==> src/rtl/apb_demux_sync.sv <==
`default_nettype none
// +----------------------------------------------------------------------------+
// | apb_demux_sync : address-decoding APB demux, decode-error/timeout replies  |
// | Option macro: APB_DEMUX_SYNC_TIMEOUT_EN           Rev 1.0                  |
// +----------------------------------------------------------------------------+
module apb_demux_sync #(
  parameter int unsigned NoMstPorts    = 2,
  parameter int unsigned NoAddrRules   = 2,
  parameter int unsigned AddrWidth     = 32,
  parameter int unsigned DataWidth     = 32,
  parameter int unsigned TimeoutCycles = 16,
  parameter type req_t = struct packed {
    logic [AddrWidth-1:0]   paddr;
    logic                   psel;
    logic                   penable;
    logic                   pwrite;
    logic [DataWidth-1:0]   pwdata;
    logic [DataWidth/8-1:0] pstrb;
  },
  parameter type resp_t = struct packed {
    logic                 pready;
    logic [DataWidth-1:0] prdata;
    logic                 pslverr;
  },
  parameter int unsigned SelectWidth = (NoMstPorts > 1) ? $clog2(NoMstPorts) : 1
) (
  input  logic                   clk_i,
  input  logic                   rst_i,
  input  req_t                   slv_req_i,
  output resp_t                  slv_resp_o,
  output req_t                   mst_req_o    [NoMstPorts],
  input  resp_t                  mst_resp_i   [NoMstPorts],
  input  logic [AddrWidth-1:0]   rule_start_i [NoAddrRules],
  input  logic [AddrWidth-1:0]   rule_end_i   [NoAddrRules],
  input  logic [SelectWidth-1:0] rule_idx_i   [NoAddrRules],
  output logic                   busy_o,
  output logic                   decode_err_o,
  output logic                   timeout_o
);

  generate
    if (NoMstPorts < 1 || NoAddrRules < 1 || TimeoutCycles < 1 || TimeoutCycles > 65535) begin : g_param_check
      $error("apb_demux_sync: parameter out of range");
    end
  endgenerate

  localparam logic [1:0] ST_IDLE  = 2'd0;
  localparam logic [1:0] ST_FWD   = 2'd1;
  localparam logic [1:0] ST_ERR   = 2'd2;
`ifdef APB_DEMUX_SYNC_TIMEOUT_EN
  localparam logic [1:0] ST_ABORT = 2'd3;
`endif
  localparam logic [SelectWidth:0] NUM_PORTS = (SelectWidth + 1)'(NoMstPorts);

  logic [1:0]             state_q;
  logic [1:0]             state_d;
  logic [SelectWidth-1:0] sel_q;
  logic [SelectWidth-1:0] hit_idx;
  logic                   hit;
  logic                   err_done;
  logic                   decode_err_q;
  resp_t                  sel_resp;

  // Lowest-index rule wins; empty ranges and out-of-range targets never hit.
  always_comb begin
    hit     = 1'b0;
    hit_idx = '0;
    for (int r = 0; r < NoAddrRules; r++) begin
      if (!hit && (rule_start_i[r] < rule_end_i[r]) &&
          (slv_req_i.paddr >= rule_start_i[r]) && (slv_req_i.paddr < rule_end_i[r]) &&
          ({1'b0, rule_idx_i[r]} < NUM_PORTS)) begin
        hit     = 1'b1;
        hit_idx = rule_idx_i[r];
      end
    end
  end

  always_comb begin
    sel_resp = '0;
    for (int p = 0; p < NoMstPorts; p++) begin
      if (sel_q == SelectWidth'(p)) sel_resp = mst_resp_i[p];
    end
  end

  assign err_done = (state_q == ST_ERR) && slv_req_i.psel && slv_req_i.penable;

`ifdef APB_DEMUX_SYNC_TIMEOUT_EN
  localparam int unsigned CNT_WIDTH = $clog2(TimeoutCycles + 1);
  localparam logic [CNT_WIDTH-1:0] CNT_LIMIT = CNT_WIDTH'(TimeoutCycles);

  logic [CNT_WIDTH-1:0] wait_cnt_q;
  logic                 limit_hit;
  logic                 timeout_q;

  assign limit_hit = (wait_cnt_q == CNT_LIMIT);

  always_ff @(posedge clk_i or posedge rst_i) begin
    if (rst_i) begin
      wait_cnt_q <= '0;
    end else if (state_q != ST_FWD || state_d != ST_FWD) begin
      wait_cnt_q <= '0;
    end else if (slv_req_i.penable && !sel_resp.pready && !limit_hit) begin
      wait_cnt_q <= wait_cnt_q + CNT_WIDTH'(1);
    end
  end

  always_ff @(posedge clk_i or posedge rst_i) begin
    if (rst_i) timeout_q <= 1'b0;
    else       timeout_q <= (state_q == ST_ABORT);
  end

  assign timeout_o = timeout_q;
`else
  assign timeout_o = 1'b0;
`endif

  always_ff @(posedge clk_i or posedge rst_i) begin
    if (rst_i) begin
      state_q      <= ST_IDLE;
      sel_q        <= '0;
      decode_err_q <= 1'b0;
    end else begin
      state_q      <= state_d;
      decode_err_q <= err_done;
      if (state_q == ST_IDLE && slv_req_i.psel && hit) sel_q <= hit_idx;
    end
  end

  always_comb begin
    state_d = state_q;
    case (state_q)
      ST_IDLE: begin
        if (slv_req_i.psel) state_d = hit ? ST_FWD : ST_ERR;
      end
      ST_FWD: begin
        if (!slv_req_i.psel)                               state_d = ST_IDLE;
        else if (slv_req_i.penable && sel_resp.pready)     state_d = ST_IDLE;
`ifdef APB_DEMUX_SYNC_TIMEOUT_EN
        else if (slv_req_i.penable && limit_hit)           state_d = ST_ABORT;
`endif
      end
      ST_ERR: begin
        if (!slv_req_i.psel || slv_req_i.penable) state_d = ST_IDLE;
      end
      default: state_d = ST_IDLE;
    endcase
  end

  // Master select is gated by reset so an upstream still holding psel cannot leak through.
  always_comb begin
    slv_resp_o = '0;
    for (int p = 0; p < NoMstPorts; p++) begin
      mst_req_o[p]         = slv_req_i;
      mst_req_o[p].psel    = 1'b0;
      mst_req_o[p].penable = 1'b0;
    end
    if (!rst_i) begin
      case (state_q)
        ST_IDLE: begin
          for (int p = 0; p < NoMstPorts; p++) begin
            if (slv_req_i.psel && hit && hit_idx == SelectWidth'(p)) mst_req_o[p].psel = 1'b1;
          end
        end
        ST_FWD: begin
          for (int p = 0; p < NoMstPorts; p++) begin
            if (sel_q == SelectWidth'(p)) begin
              mst_req_o[p].psel    = slv_req_i.psel;
              mst_req_o[p].penable = slv_req_i.penable;
            end
          end
          slv_resp_o = sel_resp;
        end
        ST_ERR: begin
          if (err_done) begin
            slv_resp_o.pready  = 1'b1;
            slv_resp_o.pslverr = 1'b1;
          end
        end
`ifdef APB_DEMUX_SYNC_TIMEOUT_EN
        ST_ABORT: begin
          slv_resp_o.pready  = 1'b1;
          slv_resp_o.pslverr = 1'b1;
        end
`endif
        default: ;
      endcase
    end
  end

  assign busy_o       = (state_q != ST_IDLE);
  assign decode_err_o = decode_err_q;

endmodule
`default_nettype wire

==> config.mk <==
export PLATFORM = sky130hd
export DESIGN_NAME = apb_demux_sync
export DESIGN_NICKNAME = d
export VERILOG_FILES = /design/src/rtl/apb_demux_sync.sv
export SDC_FILE = /design/constraint.sdc
export NUM_CORES = 1
export LEC_CHECK = 0
export BUFFER_PORTS_ARGS = -buffer_cell sky130_fd_sc_hd__buf_2
export CORE_AREA = 2 2 175 177
export DETAILED_ROUTE_END_ITERATION = 12
export DIE_AREA = 0 0 177 179
export PLACE_DENSITY = 0.53
export SLEW_MARGIN = 20
export SYNTH_ARGS = -nofsm -noshare
export SYNTH_HDL_FRONTEND = slang
export SYNTH_SLANG_ARGS = --single-unit
==> constraint.sdc <==
create_clock -name clk_i -period 3 [get_ports clk_i]
set_clock_uncertainty 0.1 [all_clocks]
set_input_delay 0.15 -clock clk_i [delete_from_list [all_inputs] [get_ports clk_i]]
set_output_delay 0.15 -clock clk_i [all_outputs]
set_load 0.05 [all_outputs]
==> flow_metrics.py <==
metrics = {
    "synth": {
        "yosys-top-cells-area": "ha_1 37%, buf_4 16%, inv_1 7.8%",
        "async_reset_ff_share_pct": 100,
        "synth_nets": 1330,
        "ys_ff_latch": 4,
        "netlist_top_cells_count": "191 x ha_1, 139 x buf_4, 133 x inv_1, 65 x a21oi_1, 60 x nor2_1",
        "ys_types": 55,
        "yosysMostFrequentCell": "ha_1",
        "ys.warnings.count": 0,
        "synth-edff-count": 0,
        "syn_area_per_cell_um2": 7.34,
        "synth_area_leader_cell": "ha_1",
        "synthCells": 868,
        "synth_top_area_share_pct": 37.5,
        "ys_seq_area_share_pct": 1.57,
        "synth_ff_type": "dfrtp_1",
        "syn_area_um2": 6370,
    },
    "critical_path": {
        "worstPathRequired_ns": 2.75,
        "r2r_cells": 7,
        "cp-start-kind": "input port",
        "crit_chain": "buf_2, ha_1, nand4_1, nor3_2, a21oi_1, a311o_1, o2111ai_1, nand3_2, nor3b_4, a31o_2, clkbuf_4",
        "critical_path.endpoint_type": "output pin",
        "cp_max_fo": 6,
        "cp_slowest_cell": "a311o_1",
        "critPathArrivalTime_ns": 2.62,
        "worstSetupPathType": "input port to output pin",
        "slowest_delay_ns": 0.41,
    },
    "power": {
        "clkPwrFrac_pct": 11.0,
        "netSwitchingFraction_pct": 56.9,
        "p_leak_nw": 4.71,
        "total_power_mw": 1.99,
        "intPower_uw": 857,
        "p_seq_share_pct": 6.4,
        "p_switching_mw": 1.13,
        "ir_drop_mv": 0.186,
        "power_density_nw_per_um2": 257,
        "pwr-share-comb_pct": 82.6,
    },
    "floorplanning": {
        "dieWidth_um": 177,
        "die_y_um": 179,
        "ios": 450,
        "initial_core_util_pct": 21.2,
        "dieArea_um2": 31700,
        "fp.coreArea_um2": 30000,
        "rows": 64,
    },
    "sta": {
        "fmax_mhz": 348,
        "relSlewSlack_pct": 56.7,
        "final_max_slew_viol_count": 0,
        "hold_violations": 0,
        "setup_ws_ns": 0.131,
        "setup_viol": 0,
        "timing.final.crit_share_pct": 95.6,
        "tightest_slew_ns": 0.649,
        "period_needed_ns": 2.87,
    },
    "detailed_routing": {
        "wl_mm": 23.6,
        "drt_iter0_drc": 205,
        "route.detailed.drc": 0,
        "antenna_left": 0,
        "vias_per_cell": 4.40,
        "wire_per_inst_um": 15.9,
        "vias": 6519,
        "first_pass_iters": 4,
    },
    "clock_tree": {
        "clock-sinks": 4,
        "cts_tree": "done",
        "clk_pin_slew_ns": 0.03,
        "clock_latency_ns": 0.23,
        "cts_max_level": 1,
        "root_buffer": "clkbuf_16",
        "cts_buffers": 3,
        "clock_path_buffers": 2,
    },
    "grt": {
        "grt_pass1_wl_mm": 34.0,
        "grt_max_degree": 26,
        "grt.total_usage_pct": 13.9,
        "grt_pass1_vias": 6071,
        "antenna_found_initial": 3,
        "grt_overflow": 0,
    },
    "finish": {
        "stdcell_area_um2": 7760,
        "drive_gt1_share_pct": 34.8,
        "post-route-util_pct": 25.8,
        "area_growth_pct": 21.7,
        "layout.nets": 1545,
    },
    "place": {
        "dp_slack_ns": 0.00810,
        "hpwl_mm": 21.7,
        "place_congestion": 0.863,
        "place_area_um2": 7610,
        "io_buffers": 337,
    },
    "hold_path": {
        "min_path_type": "input port to flop",
        "holdPathStages": 2,
    },
    "run": {
        "timing.max_cap.violations": 0,
    },
    "outcome": {
        "status": "finished clean",
    },
}
-- power by group through the flow --
stage	clock network (mW)	logic (mW)	registers, mW
after floorplan	0	1.46	0.0891
after detailed placement	0	1.63	0.128
after global placement	0	1.62	0.127
after global routing	0.225	1.83	0.134
after CTS	0.221	1.64	0.127
final	0.219	1.64	0.128
-- flip-flops by register name (all words and copies together) (netlist names) --
signal and cells:
state_q 2, decode_err_o 1, sel_q 1
-- routing by layer --
layer	track usage, %	up-vias	routed length, µm
met5	0	-	9
met4	2.27	2	338
met3	2.46	31	1740
met2	23.3	246	10800
met1	18.8	2913	10700
li1	-	3327	-
-- worst paths after layout --
| path | startpoint | end | slack [ns] |
|---|---|---|---|
| hold reg to reg | state_q[1]$_DFFE_PP0P_ | state_q[1]$_DFFE_PP0P_ | 0.42 |
| hold / removal | slv_req_i[37] | decode_err_o$_DFF_PP0_ | 0.20 |
| setup reg to reg | sel_q$_DFFE_PP0P_ | state_q[0]$_DFFE_PP0P_ | 1.03 |
| setup / recovery | slv_req_i[54] | mst_req_o[38] | 0.13 |
| max in group asynchronous | rst_i | sel_q$_DFFE_PP0P_ | 2.25 |
| min in group asynchronous | rst_i | decode_err_o$_DFF_PP0_ | 0.33 |
-- worst max-delay path: cells and delay by family --
kind / cells / cell delay (ns)
compound gates: 4 / 0.87
simple gates: 4 / 0.86
buf+inv: 2 / 0.38
fa+ha+maj: 1 / 0.34
-- timing repair --
item                                   4_1_cts  5_1_grt
hold buffers                                 1        0
setup endpoints to repair                    1        2
gates resized for setup                      1        9
pin swaps                                    0        2
setup buffers                                0        1
endpoints found under the hold margin        4        0
-- metrics by stage --
stage	setup TNS, ns	hold WS (ns)	cells
after floorplan	0	-0.159	868
after global placement	0	0.00107	1472
after detailed placement	0	0.0117	1472
after CTS	0	0.187	1477
after global routing	-0.000339	0.200	1478
final	0	0.195	1480
-- placed cells by master, fill, tap and decap left out, types with 4 or more instances in the layout --
cell and instances:
nand4_1 25, nor2_1 60, a21o_1 14, nor3_1 10
inv_1 133, nand3_1 17, o211ai_1 6, nand2_1 45
buf_4 19, mux2i_1 33, a221oi_1 4, nand2b_1 6
a21oi_1 65, a211oi_1 8, ha_1 191, buf_2 335
o21ai_0 41, nor2b_1 5
-- area by class of cell --
class	instances	area (µm²)
diodes	2	5.00
clock buffers	4	78.8
fillers	3359	22300
inverters	133	499
multi-input cells	584	4730
flip-flops and latches	4	101
well taps	396	495
repair buffers	357	1840
-- logic make-up (layout without fill, tap and decap cells) --
| family | count (synthesis) | in the layout | synth area share, % |
|---|---|---|---|
| AOI/OAI and AO/OA | 174 | 174 | 17.0 |
| adders and majority gates | 191 | 191 | 37.5 |
| buffers and inverters | 280 | 494 | 24.8 |
| DFF | 4 | 4 | 1.57 |
| muxes | 34 | 34 | 5.36 |
| other | 1 | 3 | 0.0588 |
| and+or+nand+nor | 184 | 184 | 13.7 |
Note: power is estimated with default switching activity, not from simulation.
